**config.mk**
```make
export PLATFORM = sky130hd
export DESIGN_NAME = bias_pe_sched
export DESIGN_NICKNAME = d
export VERILOG_FILES = /design/src/rtl/bias_pkg.sv /design/src/rtl/bias_tag_pipe.sv /design/src/rtl/bias_pe_sched.sv
export SDC_FILE = /design/constraint.sdc
export NUM_CORES = 1
export LEC_CHECK = 0
export CORE_MARGIN = 2
export CORE_UTILIZATION = 40
export DETAILED_ROUTE_END_ITERATION = 8
export PLACE_DENSITY = 0.63
export SKIP_LAST_GASP = 1
export SLEW_MARGIN = 25
export SYNTH_ARGS = -nofsm -noshare
export SYNTH_HDL_FRONTEND = slang
export SYNTH_SLANG_ARGS = --single-unit
```
**constraint.sdc**
```tcl
create_clock -name ap_clk -period 2.4 [get_ports ap_clk]
set_clock_uncertainty 0.15 [all_clocks]
set_input_delay 0.48 -clock ap_clk [delete_from_list [all_inputs] [get_ports ap_clk]]
set_output_delay 0.48 -clock ap_clk [all_outputs]
set_load 0.02 [all_outputs]
```
**src/rtl/bias_pkg.sv**
```systemverilog
// -----------------------------------------------------------------------------
// bias_pkg
// Shared types for the bias PE sequencer: the fixed_16 datapath type, the
// sequencer state encoding, the default writeback clamp limit and the clamp
// helper used when the design is built with BIAS_CLAMP_EN defined.
// -----------------------------------------------------------------------------
package bias_pkg;

    // Q-format bias / sum value as seen by the PE.
    typedef logic signed [15:0] fixed_16;

    // Sequencer states. DONE is decoded from the final retire rather than
    // held as a resident state; it is kept in the encoding as a safe exit.
    typedef enum logic [1:0] {
        IDLE  = 2'd0,
        RUN   = 2'd1,
        DRAIN = 2'd2,
        DONE  = 2'd3
    } state_e;

    // Default symmetric clamp bound for written-back biases.
    localparam fixed_16 BIAS_LIMIT_DEFAULT = 16'sh4000;

    // Signed saturation of a written-back bias to [-limit, +limit].
    function automatic fixed_16 clamp_bias(input fixed_16 value, input fixed_16 limit);
        fixed_16 neg_limit;
        neg_limit = -limit;
        if (value > limit) begin
            return limit;
        end
        if (value < neg_limit) begin
            return neg_limit;
        end
        return value;
    endfunction

endpackage

```
**src/rtl/bias_tag_pipe.sv**
```systemverilog
// -----------------------------------------------------------------------------
// bias_tag_pipe
// DEPTH-deep shift register of {idx, valid} tags that tracks each operand set
// through the fixed-latency PE. Advances only when ce_i is high so it stays in
// lock-step with a clock-enabled PE; synchronous active-high reset empties it.
//
// Ports:
//   clk_i         clock
//   rst_i         synchronous active-high reset
//   ce_i          clock enable; the pipe holds when low
//   push_valid_i  tag valid for the operand issued this cycle
//   push_idx_i    neuron index of the operand issued this cycle
//   pop_valid_o   tag valid at the PE result point
//   pop_idx_o     neuron index at the PE result point
// -----------------------------------------------------------------------------
module bias_tag_pipe #(
    parameter int unsigned DEPTH = 1,
    parameter int unsigned IDX_W = 4
) (
    input  logic             clk_i,
    input  logic             rst_i,
    input  logic             ce_i,
    input  logic             push_valid_i,
    input  logic [IDX_W-1:0] push_idx_i,
    output logic             pop_valid_o,
    output logic [IDX_W-1:0] pop_idx_o
);

    logic             valid_q [DEPTH];
    logic [IDX_W-1:0] idx_q   [DEPTH];

    // Stage 0 takes the new tag (an invalid tag for a bubble); later stages shift.
    always_ff @(posedge clk_i) begin
        if (rst_i) begin
            valid_q <= '{default: 1'b0};
            idx_q   <= '{default: '0};
        end else if (ce_i) begin
            valid_q[0] <= push_valid_i;
            idx_q[0]   <= push_idx_i;
            for (int unsigned i = 1; i < DEPTH; i++) begin
                valid_q[i] <= valid_q[i-1];
                idx_q[i]   <= idx_q[i-1];
            end
        end
    end

    assign pop_valid_o = valid_q[DEPTH-1];
    assign pop_idx_o   = idx_q[DEPTH-1];

endmodule

```
**src/rtl/bias_pe_sched.sv**
```systemverilog
// -----------------------------------------------------------------------------
// bias_pe_sched
// Time-shares one bias PE across NUM_NEURONS neurons. Holds the per-neuron
// bias file, issues each accepted (sum_in, delta_k) pair to the PE together
// with that neuron's bias, retires net_sum to the output stream PE_LAT cycles
// later and, in training passes, writes bias_change back into the bias file.
// HLS-style ap_start / ap_done / ap_idle / ap_ready control with ap_ce.
//
// Build option: BIAS_CLAMP_EN
//   defined   - parameter BIAS_LIMIT; writebacks are signed-clamped to
//               [-BIAS_LIMIT, +BIAS_LIMIT] and clamp_hit pulses on each
//               clamped write.
//   undefined - pe_bias_change is written unmodified; no clamp_hit port.
//
// Ports:
//   ap_clk, ap_rst      clock, synchronous active-high reset (wins over ap_ce)
//   ap_ce               clock enable; every register holds while low
//   ap_start            start a pass (sampled in IDLE)
//   ap_done, ap_ready   one-cycle pulse with the retire of the last neuron
//   ap_idle             high while IDLE
//   training, eta       pass mode and learning rate, latched on start
//   load_valid/idx/data bias-file write port, honoured only in IDLE
//   in_valid/in_ready   input pair handshake; sum_in, delta_k payload
//   pe_*                operand bus to the PE and its results
//   out_valid/idx/net_sum  retire stream, no backpressure
// -----------------------------------------------------------------------------
module bias_pe_sched
    import bias_pkg::*;
#(
    parameter int unsigned NUM_NEURONS = 16,
    parameter int unsigned PE_LAT      = 1,
    parameter int unsigned IDX_W       = 4
`ifdef BIAS_CLAMP_EN
    ,
    parameter fixed_16     BIAS_LIMIT  = BIAS_LIMIT_DEFAULT
`endif
) (
    input  logic             ap_clk,
    input  logic             ap_rst,
    input  logic             ap_ce,
    input  logic             ap_start,
    output logic             ap_done,
    output logic             ap_idle,
    output logic             ap_ready,
    input  logic             training,
    input  logic [15:0]      eta,
    input  logic             load_valid,
    input  logic [IDX_W-1:0] load_idx,
    input  logic [15:0]      load_data,
    input  logic             in_valid,
    output logic             in_ready,
    input  logic [15:0]      sum_in,
    input  logic [15:0]      delta_k,
    output logic             pe_issue,
    output logic [15:0]      pe_init_bias,
    output logic [15:0]      pe_sum_in,
    output logic [15:0]      pe_delta_k,
    output logic [15:0]      pe_eta,
    input  logic [15:0]      pe_net_sum,
    input  logic [15:0]      pe_bias_change,
    output logic             out_valid,
    output logic [IDX_W-1:0] out_idx,
    output logic [15:0]      out_net_sum
`ifdef BIAS_CLAMP_EN
    ,
    output logic             clamp_hit
`endif
);

    // issue_cnt must be able to hold NUM_NEURONS itself, hence one extra bit.
    localparam int unsigned       CNT_W    = IDX_W + 1;
    localparam logic [CNT_W-1:0]  CNT_MAX  = CNT_W'(NUM_NEURONS);
    localparam logic [CNT_W-1:0]  CNT_LAST = CNT_W'(NUM_NEURONS - 1);
    localparam logic [IDX_W-1:0]  IDX_LAST = IDX_W'(NUM_NEURONS - 1);

    state_e            state_q;
    logic [CNT_W-1:0]  issue_cnt_q;
    logic              training_q;
    logic [15:0]       eta_q;
    fixed_16           bias_q [NUM_NEURONS];

    logic              cnt_open;
    logic              accept;
    logic              tag_valid;
    logic [IDX_W-1:0]  tag_idx;
    logic [IDX_W-1:0]  issue_idx;
    logic              retire;
    logic              last_retire;
    logic              load_ok;
    logic              wb_en;
    fixed_16           wb_value;

    // ---- issue side --------------------------------------------------------

    assign issue_idx = issue_cnt_q[IDX_W-1:0];
    assign cnt_open  = (state_q == RUN) && (issue_cnt_q < CNT_MAX);

    // Gated by ap_ce so no pair is consumed while the block is frozen.
    assign in_ready = ap_ce && cnt_open;
    assign accept   = in_ready && in_valid;

    // Operands are forwarded in the acceptance cycle and zeroed otherwise.
    assign pe_issue     = accept;
    assign pe_init_bias = accept ? bias_q[issue_idx] : 16'h0000;
    assign pe_sum_in    = accept ? sum_in            : 16'h0000;
    assign pe_delta_k   = accept ? delta_k           : 16'h0000;
    assign pe_eta       = eta_q;

    // ---- tag pipe: tracks which neuron each PE result belongs to ----------

    bias_tag_pipe #(
        .DEPTH (PE_LAT),
        .IDX_W (IDX_W)
    ) u_tag_pipe (
        .clk_i        (ap_clk),
        .rst_i        (ap_rst),
        .ce_i         (ap_ce),
        .push_valid_i (accept),
        .push_idx_i   (issue_idx),
        .pop_valid_o  (tag_valid),
        .pop_idx_o    (tag_idx)
    );

    // ---- retire side -------------------------------------------------------

    // A frozen pipe presents nothing; the same tag retires once ap_ce returns.
    assign retire      = ap_ce && tag_valid;
    assign last_retire = retire && (tag_idx == IDX_LAST);

    assign out_valid   = retire;
    assign out_idx     = retire ? tag_idx    : '0;
    assign out_net_sum = retire ? pe_net_sum : 16'h0000;

    assign ap_done  = last_retire;
    assign ap_ready = last_retire;
    assign ap_idle  = (state_q == IDLE);

    // ---- bias file write sources ------------------------------------------

    assign load_ok = (state_q == IDLE) && load_valid && ({1'b0, load_idx} < CNT_MAX);
    assign wb_en   = retire && training_q;

`ifdef BIAS_CLAMP_EN
    assign wb_value  = clamp_bias(fixed_16'(pe_bias_change), BIAS_LIMIT);
    assign clamp_hit = wb_en && (wb_value != fixed_16'(pe_bias_change));
`else
    assign wb_value  = fixed_16'(pe_bias_change);
`endif

    // ---- sequencer state, latched pass controls and bias file ------------

    always_ff @(posedge ap_clk) begin
        if (ap_rst) begin
            state_q     <= IDLE;
            issue_cnt_q <= '0;
            training_q  <= 1'b0;
            eta_q       <= 16'h0000;
            bias_q      <= '{default: '0};
        end else if (ap_ce) begin
            case (state_q)
                IDLE: begin
                    // A load coinciding with ap_start lands before the pass reads it.
                    if (load_ok) begin
                        bias_q[load_idx] <= fixed_16'(load_data);
                    end
                    if (ap_start) begin
                        training_q  <= training;
                        eta_q       <= eta;
                        issue_cnt_q <= '0;
                        state_q     <= RUN;
                    end
                end
                RUN: begin
                    if (accept) begin
                        issue_cnt_q <= issue_cnt_q + CNT_W'(1);
                        if (issue_cnt_q == CNT_LAST) begin
                            state_q <= DRAIN;
                        end
                    end
                end
                DRAIN: begin
                    if (last_retire) begin
                        state_q <= IDLE;
                    end
                end
                DONE: begin
                    state_q <= IDLE;
                end
                default: begin
                    state_q <= IDLE;
                end
            endcase

            // Each index issues once per pass, so a writeback never races a
            // read of the same entry; it is placed last so it wins any overlap.
            if (wb_en) begin
                bias_q[tag_idx] <= wb_value;
            end
        end
    end

endmodule

```
==> results.ini, run 1 <==
[outcome]
outcome=finished, violations left
violations=setup timing

[final_layout]
finalNetCount=2054
drive_gt1_share_pct=34.3
diodes=0
area_delta_synth_final_pct=32.9
multiInputGateArea_sq_mm=0.0108
final_cells=2555
n_fill_cell=3731
seqCellArea_sq_mm=0.00572

[sta]
fin_ws_ns=-0.645
slew_headroom_pct=47.9
rsz0062_at_grt=true
max_freq_mhz=328
hold_viol_final=0
finalSetupTns_ns=-16.69
fin_crit_ns=3.05
finalMaxSlewViolations=0
fin_crit_sh_pct=127
worst_pin_slew_ns=0.781
setup_viol=49

[routing]
routed_via_density=5.90
ant_nets=0
post-route-drc-count=0
drt_iter0_markers=1117
dr.pass1.iters=6
vias=15100
post_drt_wl_per_cell_microns=22.3
wl_mm=57.0

[placement]
placed_cells=2472
place_ws_ns=-0.670
port-buffer-count=196
place_congestion=0.924
dp_hpwl_mm=39.0

[cts]
clk_latency_ns=0.58
cts-root-buf=clkbuf_16
cts.sinks=285
cts_tree=built
clkTransAtPathRegs_ns=0.06
numCtsBuffers=31
ctsHoldBuffers=0
clock_path_buffers=3
cts_htree_levels=1

[synthesis]
yosys-top-cells-area=dfxtp_1 33%, mux2i_1 13%, a221oi_2 9.6%
ys_seq_area_share_pct=32.9
ys.flop_type=dfxtp_1
syn_nets=1792
yosysUniqueCellTypes=73
synth_compound_area_share_pct=21.8
syn_inst=1683
netlist_area_sq_mm=0.0174
yosysMostFrequentCell=dfxtp_1
synth.area.mux_share_pct=21.6
yosys.area_share.simple_pct=15.6
synth.largest_area_cell=dfxtp_1
synth_top_area_share_pct=32.9
synthAdderAreaFrac_pct=0.144
netlist_top_cells_count=285 x dfxtp_1, 254 x nor2_1, 231 x mux2i_1, 111 x a221oi_2, 104 x nand2_1
synth_warnings=0
synth-seq-cells=285
synthXorXnorAreaFrac_pct=0.151
synth_top_family_by_area=compound AO/OA/AOI/OAI gates
synth_edf_count=0
avgSynthCellArea_sq_um=10.3
async_reset_ff_share_pct=0

[floorplan]
die_h_microns=212
io_pins=197
dieArea_sq_mm=0.0451
die_x_microns=212
start_util_pct=40.4
coreArea_sq_mm=0.0430
num_rows=76

[critical_path]
cp-endpoint=pe_init_bias[5]
crit_slowest_cell=mux4_2
cp-start-kind=flip-flop
crit_required_ns=1.77
cpMostUsedCell=buf_4
ff2ff_path_depth=5
rr_endpoint=bias_q[63]$_SDFFE_PP0P_
worstPathCellList=buf_12, buf_8, mux4_2, mux2i_2, buf_4, a211oi_2, buf_4
r2r-start=training_q$_SDFFE_PP0P_
crit_start=issue_cnt_q[0]$_SDFFE_PP0P_
arrival_ns=2.42
crit_type=reg2out
crit_fanout=6
slowest_delay_ns=0.50
worst_setup_path_end_kind=output port
r2r_setup_slack_ns=0.21

[power_and_ir_drop]
power_per_cell_area_mw_per_mm2=490
irDropWorstVdd_v=0.000531
p_leak_nw=9.00

[global_routing]
antenna_found_initial=0
grtUsageTotal_pct=25.0
grt_pass1_vias=15200
grt_max_degree=87
grt_pass1_wl_mm=90.0
grt-ovfl-total=0

[flow_run]
cap_viol_max_count=0

[min_path]
hold_depth=2
hp-class=in2reg

## area by class of cell
class | instances | area share (%)
timing repair buffer | 433 | 20.5
clock inverter | 12 | 0.472
tap | 585 | 3.17
multi-input combinational | 1175 | 46.7
inverter | 19 | 0.309
sequential | 285 | 24.8
clock buffer | 46 | 4.08
## through the flow
step,power (mW),instance area [sq um],hold WS [ns],util (%)
after floorplan,5.70,17500,0.290,-
after global placement,6.30,21300,0.294,49.6
after detailed placement,6.33,21300,0.299,49.6
after CTS,11.3,22900,0.148,53.3
after global routing,11.6,23100,0.179,53.7
final,11.3,23100,0.167,53.7
## flip-flops by register name (all words and copies together), names as in the netlist
signal                  count
u_tag_pipe.pop_idx_o        4
bias_q                    256
u_tag_pipe.pop_valid_o      1
training_q                  1
state_q                     2
pe_eta                     16
issue_cnt_q                 5
## layer usage
| metal | track usage [%] | vias up | share of wire (%) |
|---|---|---|---|
| met5 | 0 | - | 0 |
| met4 | 7.23 | 0 | 2.2 |
| met3 | 3.47 | 95 | 6.0 |
| met2 | 41.4 | 494 | 48 |
| met1 | 33.9 | 7547 | 44 |
| li1 | - | 6931 | - |
## critical path, delay by kind of cell, from the launching register on
family | cells | cell delay, ns
AO/OA/AOI/OAI | 1 | 0.06
buffers and inverters | 4 | 0.60
multiplexers | 2 | 0.72
flip-flops | 1 | 0.45
## layout by cell type, fill, tap and decap left out, types with 7 or more instances in the layout
| master | instances |
|---|---|
| dfxtp_1 | 279 |
| nor2_1 | 253 |
| mux2i_1 | 224 |
| buf_4 | 154 |
| clkdlybuf4s50_1 | 120 |
| a221oi_2 | 111 |
| nand2_1 | 103 |
| a221oi_1 | 99 |
| buf_12 | 68 |
| mux4_2 | 64 |
| buf_6 | 56 |
| clkbuf_16 | 32 |
| and3_4 | 31 |
| a21oi_1 | 28 |
| and3_1 | 25 |
| a211oi_2 | 23 |
| dlygate4sd2_1 | 19 |
| inv_1 | 18 |
| a311oi_1 | 18 |
| nor2b_1 | 15 |
| o32ai_1 | 12 |
| o21ai_0 | 12 |
| a311oi_2 | 12 |
| clkbuf_8 | 11 |
| nand2b_1 | 9 |
| nor2_2 | 8 |
| nor2_4 | 8 |
| o21ai_4 | 8 |
| nor2_8 | 8 |
| nand3_2 | 7 |
| clkinv_2 | 7 |
## repair_timing
action / 4_1_cts / 5_1_grt
buffers inserted: 21 / 10
pin swaps: 30 / 10
cloned: 4 / 1
setup endpoints to repair: 74 / 67
resized for setup: 384 / 42
endpoints found under the hold margin: 0 / 0
## report_power, final
group / internal, mW / switching [mW]
Clock: 2.83 / 2.11
Combinational: 0.692 / 0.822
Sequential: 4.80 / 0.0488
## worst min path at each step
| stage | end | startpoint | slack (ns) |
|---|---|---|---|
| after floorplan | bias_q[238]$_SDFFE_PP0P_ | bias_q[238]$_SDFFE_PP0P_ | 0.29 |
| after global placement | pe_eta[3]$_SDFFE_PP0P_ | pe_eta[3]$_SDFFE_PP0P_ | 0.29 |
| after detailed placement | pe_eta[5]$_SDFFE_PP0P_ | pe_eta[5]$_SDFFE_PP0P_ | 0.30 |
| after CTS | state_q[0]$_SDFFE_PP0P_ | ap_rst | 0.15 |
| after global routing | u_tag_pipe.pop_idx_o[1]$_SDFFE_PP0P_ | ap_rst | 0.18 |
| final | state_q[0]$_SDFFE_PP0P_ | ap_rst | 0.17 |
## cell families after synthesis
logic type / Yosys count
buffers and inverters: 223
AO/OA/AOI/OAI: 361
multiplexers: 295
flip-flops: 285
AND/OR/NAND/NOR: 514
XOR/XNOR: 3
adder cells (fa/ha/maj): 2
No activity file was read; power rests on OpenSTA's default activity.
==> inputs of run 2 (changes only) <==
--- a/config.mk
+++ b/config.mk
@@ -6,9 +6,10 @@
 export NUM_CORES = 1
 export LEC_CHECK = 0
 export CORE_MARGIN = 2
-export CORE_UTILIZATION = 40
+export CORE_UTILIZATION = 52
+export CTS_CLUSTER_DIAMETER = 60
 export DETAILED_ROUTE_END_ITERATION = 8
-export PLACE_DENSITY = 0.63
+export PLACE_DENSITY = 0.79
 export SKIP_LAST_GASP = 1
 export SLEW_MARGIN = 25
 export SYNTH_ARGS = -nofsm -noshare
==> results.ini, run 2 (synthesized netlist as in run 1, its figures left out) <==
[routing]
post_drt_wl_per_cell_microns=24.3  ; was 22.3 microns
wl_mm=58.6  ; was 57.0 mm
drt-met1-wl_mm=22.6  ; was 24.8 mm
wl_met3_mm=5.70  ; was 3.40 mm
dr.pass1.iters=6  ; unchanged
vias=15900  ; was 15100
dr_wl_met2_mm=28.4  ; was 27.5 mm
drt_iter0_markers=1868  ; was 1117
routed_via_density=6.60  ; was 5.90
top_layer=met4  ; unchanged
post-route-drc-count=0  ; unchanged
ant_nets=0  ; unchanged

[critical_path]
arrival_ns=2.45  ; was 2.42 ns
cp-start-kind=flip-flop  ; unchanged
worstPathCellList=buf_12, mux4_2, nor2b_4, a211oi_2, buf_4, a211oi_2, buf_4  ; was buf_12, buf_8, mux4_2, mux2i_2, buf_4, a211oi_2, buf_4
crit_slowest_cell=mux4_2  ; unchanged
cp_top_family=multiplexers  ; unchanged
crit_type=reg2out  ; unchanged
worst_setup_path_end_kind=output port  ; unchanged
crit_fanout=6  ; unchanged
crit_required_ns=1.77  ; about the same
worst-path-buf-inv=3  ; was 4
slowest_delay_ns=0.54  ; was 0.50 ns

[power_and_ir_drop]
power.internal_mw=8.31  ; was 8.32 mW
clkPwrFrac_pct=43.4  ; was 43.7%
p_sw_share_pct=26.8  ; was 26.4%
power.total_mw=11.3  ; about the same
power_per_cell_area_mw_per_mm2=497  ; was 490 mW/mm^2
p_switching_mw=3.04  ; was 2.98 mW
irDropWorstVdd_v=0.000582  ; was 0.000531 V
p_leak_nw=8.97  ; was 9.00 nW
power_frac_comb_pct=14.0  ; was 13.4%
power_frac_seq_pct=42.7  ; was 42.9%

[placement]
dpl-instance-area_sq_mm=0.0209  ; was 0.0213 sq mm
place_ws_ns=-0.566  ; was -0.670 ns
dp_hpwl_mm=38.1  ; was 39.0 mm
port-buffer-count=196  ; unchanged
place_congestion=0.945  ; was 0.924

[sta]
finalMaxSlewViolations=0  ; unchanged
max_freq_mhz=325  ; was 328 MHz
slew_headroom_pct=66.7  ; was 47.9%
fin_crit_sh_pct=128  ; was 127%
setup_viol=50  ; was 49
fin_ws_ns=-0.681  ; was -0.645 ns
worst_pin_slew_ns=0.499  ; was 0.781 ns
fin_crit_ns=3.08  ; was 3.05 ns
rsz0062_at_grt=true  ; unchanged
hold_viol_final=0  ; unchanged

[floorplan]
coreArea_sq_mm=0.0327  ; was 0.0430 sq mm
num_rows=66  ; was 76
io_pins=197  ; unchanged
start_util_pct=53.1  ; was 40.4%
die_h_microns=187  ; was 212 microns
die_x_microns=187  ; was 212 microns
dieArea_sq_mm=0.0349  ; was 0.0451 sq mm

[outcome]
violations=setup timing  ; unchanged
outcome=finished, violations left  ; unchanged

[cts]
numCtsBuffers=31  ; unchanged
clock_path_buffers=3  ; unchanged
cts.sinks=285  ; unchanged
cts_tree=built  ; unchanged
ctsHoldBuffers=0  ; unchanged
clk_latency_ns=0.59  ; was 0.58 ns
cts_htree_levels=1  ; unchanged
clkTransAtPathRegs_ns=0.07  ; was 0.06 ns
cts-root-buf=clkbuf_16  ; unchanged

[final_layout]
drive_gt1_share_pct=34.1  ; was 34.3%
final_cell_mix=278 x dfxtp_1, 254 x nor2_1, 226 x mux2i_1, 147 x buf_4, 120 x clkdlybuf4s50_1  ; was 279 x dfxtp_1, 253 x nor2_1, 224 x mux2i_1, 154 x buf_4, 120 x clkdlybuf4s50_1
postLayoutCellArea_sq_mm=0.0228  ; was 0.0231 sq mm
regMostFlops=bias_q  ; unchanged
finalNetCount=2048  ; was 2054
area_delta_synth_final_pct=31.4  ; was 32.9%
final_common_cell=dfxtp_1  ; unchanged
largest_register_ff_count=256  ; unchanged

[global_routing]
grt_pass1_wl_mm=91.9  ; was 90.0 mm
grt-ovfl-total=0  ; unchanged
grt_pass1_vias=16200  ; was 15200
grt_max_degree=68  ; was 87
antenna_found_initial=1  ; was 0
grtUsageTotal_pct=32.3  ; was 25.0%

[flow_run]
cap_viol_max_count=0  ; unchanged

[min_path]
hp-class=in2reg  ; unchanged

## run 2: routing by layer
layer / global-route usage (%) / vias to the layer above
li1: - / 6902
met1: 41.8 / 7786
met2: 54.2 / 1014
met3: 5.55 / 183
met4: 11.6 / 0
met5: 0 / -
## run 2: what timing repair did
item / in CTS / in global routing
setup buffers: 31 / 9
setup endpoints to repair: 74 / 51
hold endpoints to repair: 0 / 0
pin swaps: 35 / 10
resized for setup: 396 / 52
cloned: 7 / 1
## run 2: power by group through the flow
stage / sequential [mW] / clock [mW] / combinational, mW
2_1_floorplan: 4.95 / 0 / 0.748
3_3_place_gp: 4.94 / 0 / 1.30
3_5_place_dp: 4.94 / 0 / 1.34
4_1_cts: 4.84 / 4.91 / 1.51
5_1_grt: 4.85 / 5.10 / 1.65
6_report: 4.84 / 4.92 / 1.58
## run 2: final timing paths
check,from,end,slack [ns],depth (start not counted)
hold reg to reg,pe_eta[5]$_SDFFE_PP0P_,pe_eta[5]$_SDFFE_PP0P_,0.31,2
hold / removal,ap_rst,pe_eta[12]$_SDFFE_PP0P_,0.18,2
setup / recovery,issue_cnt_q[2]$_SDFFE_PP0P_,pe_init_bias[5],-0.68,7
setup reg to reg,state_q[1]$_SDFFE_PP0P_,bias_q[35]$_SDFFE_PP0P_,0.11,6
## run 2: stage by stage
step	util [%]	cells	hold slack [ns]	TNS, ns
finish	69.8	2407	0.176	-16.30
global route	69.8	2407	0.186	-18.49
CTS	69.4	2407	0.152	-18.31
detailed placement	63.8	2314	0.299	-49.15
global placement	63.8	2314	0.293	-38.55
floorplan	-	1683	0.290	-0.763
## run 2: final cells by class
| type | count | area (sq um) |
|---|---|---|
| diodes | 1 | 2.50 |
| clock buffers | 43 | 881 |
| clock inverters | 15 | 156 |
| fillers | 2257 | 9880 |
| inverters | 19 | 71.3 |
| multi-input cells | 1175 | 10800 |
| flip-flops and latches | 285 | 5720 |
| well taps | 442 | 553 |
| repair buffers | 427 | 4640 |
==> inputs of run 3 (changes only) <==
--- a/config.mk
+++ b/config.mk
@@ -5,12 +5,12 @@
 export SDC_FILE = /design/constraint.sdc
 export NUM_CORES = 1
 export LEC_CHECK = 0
+export CAP_MARGIN = 20
 export CORE_MARGIN = 2
-export CORE_UTILIZATION = 52
+export CORE_UTILIZATION = 55
 export CTS_CLUSTER_DIAMETER = 60
 export DETAILED_ROUTE_END_ITERATION = 8
 export PLACE_DENSITY = 0.79
-export SKIP_LAST_GASP = 1
 export SLEW_MARGIN = 25
 export SYNTH_ARGS = -nofsm -noshare
 export SYNTH_HDL_FRONTEND = slang
==> constraint.sdc (replaced) <==
create_clock -name ap_clk -period 3.8 [get_ports ap_clk]
set_clock_uncertainty 0.15 [all_clocks]
set_input_delay 0.76 -clock ap_clk [delete_from_list [all_inputs] [get_ports ap_clk]]
set_output_delay 0.76 -clock ap_clk [all_outputs]
set_load 0.02 [all_outputs]
==> results.ini, run 3 (synthesized netlist as in run 1, its figures left out) <==
[floorplan]
num_rows=65  ; was 66
start_util_pct=55.5  ; was 53.1%
die_x_microns=182  ; was 187 microns
io_pins=197  ; unchanged
die_h_microns=182  ; was 187 microns
coreArea_sq_mm=0.0313  ; was 0.0327 sq mm
dieArea_sq_mm=0.0330  ; was 0.0349 sq mm

[min_path]
hold_path_end=pe_eta[3]$_SDFFE_PP0P_  ; was pe_eta[12]$_SDFFE_PP0P_
hp-start=pe_eta[3]$_SDFFE_PP0P_  ; was ap_rst
hp-class=reg2reg  ; was in2reg
hold_depth=2  ; unchanged

[final_layout]
finalNetCount=1900  ; was 2048
largest_register_ff_count=256  ; unchanged
final_common_cell=dfxtp_1  ; unchanged
area_delta_synth_final_pct=17.8  ; was 31.4%
final_cell_mix=282 x dfxtp_1, 254 x nor2_1, 226 x mux2i_1, 183 x clkdlybuf4s50_1, 111 x a221oi_2  ; was 278 x dfxtp_1, 254 x nor2_1, 226 x mux2i_1, 147 x buf_4, 120 x clkdlybuf4s50_1
regMostFlops=bias_q  ; unchanged
drive_gt1_share_pct=21.7  ; was 34.1%
diodes=0  ; was 1
postLayoutCellArea_sq_mm=0.0205  ; was 0.0228 sq mm
utilization_pct=65.3  ; was 69.8%
final_cells=2216  ; was 2407

[cts]
cts_tree=built  ; unchanged
numCtsBuffers=31  ; unchanged
clkTransAtPathRegs_ns=0.06  ; was 0.07 ns
cts-root-buf=clkbuf_16  ; unchanged
cts_htree_levels=1  ; unchanged
clock_path_buffers=3  ; unchanged
cts.sinks=285  ; unchanged
ctsHoldBuffers=0  ; unchanged
clk_latency_ns=0.58  ; was 0.59 ns

[routing]
ant_nets=0  ; unchanged
routed_via_density=6.79  ; was 6.60
vias=15100  ; was 15900
post-route-drc-count=0  ; unchanged
dr.pass1.iters=6  ; unchanged
post_drt_wl_per_cell_microns=25.3  ; was 24.3 microns
drt_iter0_markers=1567  ; was 1868
wl_mm=56.0  ; was 58.6 mm

[placement]
port-buffer-count=196  ; unchanged
placed_cells=2149  ; was 2314
dp_hpwl_mm=35.2  ; was 38.1 mm
place_congestion=0.938  ; was 0.945
dpl-instance-area_sq_mm=0.0192  ; was 0.0209 sq mm

[global_routing]
grt-ovfl-total=0  ; unchanged
grtUsageTotal_pct=33.0  ; was 32.3%
grt_pass1_vias=15200  ; was 16200
antenna_found_initial=1  ; unchanged
grt_max_degree=120  ; was 68
grt_pass1_wl_mm=86.3  ; was 91.9 mm

[critical_path]
r2r_setup_slack_ns=0.86  ; was 0.11 ns
rr_endpoint=bias_q[111]$_SDFFE_PP0P_  ; was bias_q[35]$_SDFFE_PP0P_
arrival_ns=2.88  ; was 2.45 ns
cp-start-kind=flip-flop  ; unchanged
crit_type=reg2out  ; unchanged
worst_setup_path_end_kind=output port  ; unchanged
crit_required_ns=2.89  ; was 1.77 ns
crit_slowest_cell=clkdlybuf4s50_1  ; was mux4_2
crit_fanout=17  ; was 6
r2r-start=u_tag_pipe.pop_idx_o[0]$_SDFFE_PP0P_  ; was state_q[1]$_SDFFE_PP0P_
ff2ff_path_depth=6  ; unchanged
worstPathCellList=buf_12, mux4_2, mux2i_1, a211oi_1, clkdlybuf4s50_1  ; was buf_12, mux4_2, nor2b_4, a211oi_2, buf_4, a211oi_2, buf_4
slowest_delay_ns=0.57  ; was 0.54 ns

[sta]
max_freq_mhz=264
slew_headroom_pct=41.5  ; was 66.7%
worst_pin_slew_ns=0.878  ; was 0.499 ns
setup_viol=0  ; was 50
fin_crit_sh_pct=99.7
hold_slack_ns=0.306  ; was 0.176 ns
fin_crit_ns=3.79
finalMaxSlewViolations=0  ; unchanged
hold_viol_final=0  ; unchanged

[flow_run]
cap_viol_max_count=0  ; unchanged

[power_and_ir_drop]
irDropWorstVdd_v=0.000303  ; was 0.000582 V
p_leak_nw=7.94  ; was 8.97 nW
power_per_cell_area_mw_per_mm2=338  ; was 497 mW/mm^2

[outcome]
outcome=completed  ; was finished, violations left

-- run 3: cell count changes in the layout (fill, tap and decap cells not counted), moves of 6 or more --
cell | before | now
nor2b_1 | 12 | 20
a211oi_1 | 3 | 31
dlygate4sd2_1 | 23 | 4
buf_6 | 65 | 0
clkbuf_8 | 6 | 13
dlymetal6s2s_1 | 0 | 7
buf_4 | 147 | 71
clkdlybuf4s50_1 | 120 | 183
a211oi_2 | 24 | 4
buf_12 | 59 | 9
nor2b_4 | 6 | 0
and3_4 | 31 | 0
a211oi_4 | 8 | 0
and3_1 | 25 | 56
-- run 3: critical path: cells and delay by family, from the launching register on --
| family | cells | cell delay [ns] |
|---|---|---|
| AO/OA/AOI/OAI | 1 | 0.15 |
| buffers and inverters | 2 | 0.78 |
| flip-flops | 1 | 0.45 |
| multiplexers | 2 | 0.90 |
-- run 3: repair_timing --
item | in CTS | in global routing
gates cloned | 1 | 1
setup endpoints to repair | 15 | 12
setup buffers | 4 | 5
resized for setup | 10 | 13
endpoints found under the hold margin | 0 | 0
-- run 3: worst max-delay path by stage --
| stage | start | end | slack [ns] |
|---|---|---|---|
| CTS | issue_cnt_q[0]$_SDFFE_PP0P_ | pe_init_bias[4] | -0.004 |
| finish | issue_cnt_q[0]$_SDFFE_PP0P_ | pe_init_bias[5] | 0.01 |
| global placement | in_valid | pe_init_bias[12] | 0.20 |
| floorplan | ap_ce | pe_init_bias[10] | 0.59 |
| global route | issue_cnt_q[0]$_SDFFE_PP0P_ | pe_init_bias[1] | -0.002 |
| detailed placement | in_valid | pe_init_bias[12] | 0.18 |
-- run 3: where the power goes --
group / internal [mW] / switching (mW)
sequential: 3.03 / 0.0336
combinational: 0.324 / 0.475
clock: 1.75 / 1.29
-- run 3: layer usage --
layer  wire (microns)  part of all wire, %  up-vias  global-route usage, %
met4             2440                  4.3        2                   16.0
met1            21900                   39     7454                   42.1
met5               13                0.023        -                      0
li1                 -                    -     6601                      -
met3             5130                  9.2      187                   5.78
met2            26500                   47      807                   54.3
-- run 3: area by class of cell --
class / instances / area, sq um
Sequential cell: 285 / 5710
Clock buffer: 51 / 981
Timing Repair Buffer: 279 / 2770
Clock inverter: 5 / 46.3
Fill cell: 2339 / 10900
Inverter: 19 / 71.3
Tap cell: 402 / 503
Multi-Input combinational cell: 1175 / 10400
-- run 3: through the flow --
| step | setup TNS, ns | total power [mW] | setup WS, ns |
|---|---|---|---|
| 4_1_cts | -0.00392 | 6.88 | -0.00392 |
| 2_1_floorplan | 0 | 3.60 | 0.592 |
| 3_5_place_dp | 0 | 3.89 | 0.177 |
| 6_report | 0 | 6.91 | 0.0113 |
| 3_3_place_gp | 0 | 3.87 | 0.195 |
| 5_1_grt | -0.00188 | 7.09 | -0.00188 |
